### config.mk
export PLATFORM = sky130hd
export DESIGN_NAME = loop_nest_counter
export DESIGN_NICKNAME = d
export VERILOG_FILES = /design/src/rtl/loop_nest_counter.sv
export SDC_FILE = /design/constraint.sdc
export NUM_CORES = 1
export LEC_CHECK = 0
export BUFFER_PORTS_ARGS = -buffer_cell sky130_fd_sc_hd__buf_2
export CAP_MARGIN = 20
export CELL_PAD_IN_SITES_DETAIL_PLACEMENT = 1
export CELL_PAD_IN_SITES_GLOBAL_PLACEMENT = 1
export CORE_ASPECT_RATIO = 0.75
export CORE_UTILIZATION = 43
export DETAILED_ROUTE_END_ITERATION = 6
export PLACE_DENSITY = 0.91
export SLEW_MARGIN = 20
export SYNTH_ARGS = -nofsm -noshare
export SYNTH_HDL_FRONTEND = slang
export SYNTH_SLANG_ARGS = --single-unit
### constraint.sdc
create_clock -name clk -period 4.91 [get_ports clk]
set_input_delay 0.982 -clock clk [delete_from_list [all_inputs] [get_ports clk]]
set_output_delay 0.982 -clock clk [all_outputs]
set_load 0.005 [all_outputs]
### src/rtl/loop_nest_counter.sv
// Multi-level nested terminal counter with programmable per-level limits and
// one-shot or continuous restart. It sequences CNN loops such as kernel, row and channel.
module loop_nest_counter #(
    parameter int NUM_LEVELS = 3,
    parameter int CNT_W      = 16
) (
    input  logic                        clk,
    input  logic                        reset,
    input  logic                        start,
    input  logic                        cont,
    input  logic [NUM_LEVELS*CNT_W-1:0] limit,
    input  logic                        advance,
    input  logic                        abort,
    output logic                        busy,
    output logic [NUM_LEVELS*CNT_W-1:0] cnt,
    output logic [NUM_LEVELS-1:0]       wrap,
    output logic                        done
);

    localparam logic [0:0] S_IDLE = 1'b0;
    localparam logic [0:0] S_RUN  = 1'b1;

    logic [0:0]                  r_state;
    logic                        r_cont;
    logic [NUM_LEVELS*CNT_W-1:0] r_limit;
    logic [NUM_LEVELS*CNT_W-1:0] r_cnt;
    logic [NUM_LEVELS-1:0]       r_wrap;
    logic                        r_done;

    logic [NUM_LEVELS:0]         w_carry;
    logic [NUM_LEVELS*CNT_W-1:0] w_step_cnt;
    logic [NUM_LEVELS-1:0]       w_step_wrap;

    // Level 0 always has a carry-in; gating by advance happens in the register update.
    assign w_carry[0] = 1'b1;

    generate
        for (genvar gi = 0; gi < NUM_LEVELS; gi++) begin : g_level
            logic w_hit;
            assign w_hit            = (r_cnt[gi*CNT_W +: CNT_W] == r_limit[gi*CNT_W +: CNT_W]);
            assign w_step_wrap[gi]  = w_carry[gi] & w_hit;
            assign w_carry[gi+1]    = w_step_wrap[gi];
            assign w_step_cnt[gi*CNT_W +: CNT_W] =
                !w_carry[gi] ? r_cnt[gi*CNT_W +: CNT_W] :
                (w_hit ? '0 : r_cnt[gi*CNT_W +: CNT_W] + CNT_W'(1));
        end
    endgenerate

    always_ff @(posedge clk) begin
        if (reset) begin
            r_state <= S_IDLE;
            r_cont  <= 1'b0;
            r_limit <= '0;
            r_cnt   <= '0;
            r_wrap  <= '0;
            r_done  <= 1'b0;
        end else begin
            r_wrap <= '0;
            r_done <= 1'b0;
            case (r_state)
                S_IDLE: begin
                    if (start && !abort) begin
                        r_limit <= limit;
                        r_cont  <= cont;
                        r_cnt   <= '0;
                        r_state <= S_RUN;
                    end
                end
                S_RUN: begin
                    if (abort) begin
                        r_cnt   <= '0;
                        r_state <= S_IDLE;
                    end else if (advance) begin
                        // A full-nest carry leaves every level at 0, ready for a restart.
                        r_cnt  <= w_step_cnt;
                        r_wrap <= w_step_wrap;
                        r_done <= w_carry[NUM_LEVELS];
                        if (w_carry[NUM_LEVELS] && !r_cont)
                            r_state <= S_IDLE;
                    end
                end
                default: r_state <= S_IDLE;
            endcase
        end
    end

    assign busy = (r_state == S_RUN);
    assign cnt  = r_cnt;
    assign wrap = r_wrap;
    assign done = r_done;

endmodule

==> results.cfg <==
[run_status]
status = complete, no violations

[clock_network]
cts-root-buf = clkbuf_16
cts_resized = 0
ctsHoldBuffers = 0
htree_levels = 3
post_cts_buffers = 0
cts.reportedPaths.clkPinSlew_ns = 0.07
cts_buffers = 9
clock_path_buffers = 2
cts_tree = built
clk_latency_ns = 0.35
cts_sinks = 101

[worst_setup_path]
endpoint_kind = flip-flop
crit_start = abort
slowest_delay_ns = 0.64
ff2ff_setup_slack_ns = 1.74
cp-endpoint = cnt[21]
worstPathRequired_ns = 5.12
startpoint_type = primary input
r2r-start = cnt[4]
cpMaxStageDelayCell = or3b_1
criticalPathCategory = primary input to flip-flop
crit_arrival_ns = 3.40
path_cells = buf_2, or3b_1, nand2_1, o21ai_2, nand2b_1, o22ai_1
path_max_fanout = 19
r2r-end = cnt[18]
rr_worst_depth = 6

[floorplan]
rows = 32
die_area_um2 = 11500
die_h_um = 93.2
die_w_um = 124
core_area_um2 = 10500
ios = 107
initial_utilization_pct = 45.3

[sta]
fmax_ghz = 0.313
finalSetupTns_ns = 0
rsz0062_at_grt = false
finalHoldViolCount = 0
maxSlewViolCount = 0
slew_headroom_pct = 25.1
finalSetupViolations = 0
fin_crit_sh_pct = 65.0
fin_crit_ns = 3.19
clock_skew_ns = 0.0133
layout_setup_ws_ns = 1.72
worstMarginPinSlew_ns = 1.12

[global_route]
grt_max_degree = 43
overflow = 0
antenna_found_initial = 0
grt_pass1_wl_um = 23400
grt_pass1_vias = 4780
grtUsageTotal_pct = 26.1

[hold_path]
whs_path_depth = 2
min_path_type = flip-flop to flip-flop

[place]
pre_cts_ws_ns = 1.42
numPortBuffers = 106
dp.cells = 801
hpwl_um = 10400
gp_congestion = 0.847

[final_layout]
synthToLayoutAreaGrowth_pct = 19.5
fill_cells = 1318
instances_no_fill = 816
num_antenna_cells = 0
finish.utilization_pct = 54.2
nets = 733
drive_above_1_share_pct = 19.4

[logic_synthesis]
ys_types = 47
synthCells = 589
ys_warn_count = 0
synth-seq-cells = 101
postSynthAreaPerCell_um2 = 8.10
ys_seq_area_share_pct = 42.4
synth_fp_nets = 646
synth.cell_area_um2 = 4770
synth_edf_count = 0
async_flop_share_pct = 0
synthFlopType = dfxtp_1

[route]
avgViaCountPerCell = 5.64
wirelength_um = 14300
vias = 4603
drt_first_iter_violations = 256
drc = 0
wl_per_cell_um = 17.5
ant_nets = 0
first_pass_iters = 4

[power]
p_per_area_nw_per_um2 = 325
cellLeakagePower_nw = 2.13
irDropWorstVdd_mv = 0.166

[job]
maxCapViolCount = 0
-- sequential cells by signal, indices dropped and copies added, names as in the netlist --
name     flops
wrap         3
cnt         48
r_limit     48
r_cont       1
busy         1
-- power breakdown --
part           switching, mW  internal (mW)  leakage, nW
clock                  0.309          0.494        0.162
sequential            0.0215          0.842        0.820
combinational          0.119         0.0668         1.15
-- layer usage --
| layer | share of wire (%) | global-route usage, % | up-vias | wire [µm] |
|---|---|---|---|---|
| li1 | - | - | 2210 | - |
| met1 | 44 | 31.8 | 2267 | 6310 |
| met2 | 50 | 46.4 | 112 | 7190 |
| met3 | 4.4 | 5.06 | 14 | 629 |
| met4 | 1.2 | 7.33 | 0 | 168 |
| met5 | 0 | 0 | - | 0 |
-- critical path, delay by kind of cell --
kind / cells / cell delay, ns
compound gates: 2 / 0.44
buf+inv: 1 / 0.13
simple gates: 3 / 1.83
-- placed cells by master, fill, tap and decap left out, types with 2 or more instances in the layout --
cell type,n
a21oi_1,68
a21oi_2,2
a2bb2oi_1,2
a31oi_1,2
a41o_1,3
and2_1,4
and3_1,12
and4_1,3
buf_2,106
buf_4,4
bufinv_16,3
clkbuf_16,9
clkinv_2,2
dfxtp_1,101
ha_1,3
inv_1,6
nand2_1,126
nand2b_1,2
nand3_1,13
nand3b_1,2
nand4_1,20
nor2_1,35
nor3_1,6
nor4_1,9
nor4_2,2
o211ai_1,5
o21a_1,2
o21ai_0,17
o31a_1,2
o31ai_1,6
or3_1,6
or4_1,10
xnor2_1,58
xor2_1,14
-- logic make-up after synthesis --
group / Yosys count / synth area share [%]
adders and majority gates: 3 / 0.787
and+or+nand+nor: 255 / 25.6
xor gates and xnor gates: 72 / 13.2
DFF: 101 / 42.4
buffers and inverters: 40 / 3.41
AOI/OAI and AO/OA: 118 / 14.6
-- cell usage after synthesis (3+ instances only) --
library cell / number / area (µm²)
dfxtp_1: 101 / 2020
o21ai_0: 17 / 85.1
nor2_1: 35 / 131
nand3_1: 13 / 65.1
and3_1: 12 / 75.1
xor2_1: 14 / 123
o211ai_1: 5 / 37.5
a41o_1: 3 / 30.0
inv_1: 6 / 22.5
o31ai_1: 6 / 45.0
or4_1: 10 / 75.1
a21oi_1: 68 / 340
buf_2: 7 / 35.0
nand4_1: 20 / 125
nor3_1: 6 / 30.0
xnor2_1: 58 / 508
clkbuf_1: 25 / 93.8
nand2_1: 126 / 473
or3_1: 6 / 37.5
and2_1: 4 / 25.0
ha_1: 3 / 37.5
nor4_1: 9 / 56.3
and4_1: 3 / 26.3
-- worst min-delay path by stage --
stage	to	from
after floorplan	r_cont	r_cont
after global placement	r_cont	r_cont
after detailed placement	r_limit[11]	r_limit[11]
after CTS	r_limit[11]	r_limit[11]
after global routing	r_limit[3]	r_limit[3]
final	r_limit[11]	r_limit[11]
-- area by class of cell --
type,instances,area (µm²),share of cell area (%)
multi-input cells,448,2600,45.6
repair buffers,110,561,9.83
well taps,136,170,2.98
inverters,6,22.5,0.395
clock buffers,10,229,4.01
flip-flops and latches,101,2020,35.5
clock inverters,5,100,1.76
-- stage by stage --
stage	area (µm²)	hold slack, ns	total power [mW]
global placement	5370	0.441	1.06
floorplan	4770	0.431	0.998
CTS	5700	0.469	1.86
detailed placement	5370	0.460	1.07
finish	5700	0.467	1.85
global route	5700	0.484	1.91
Power figures use the tool's default switching activity.
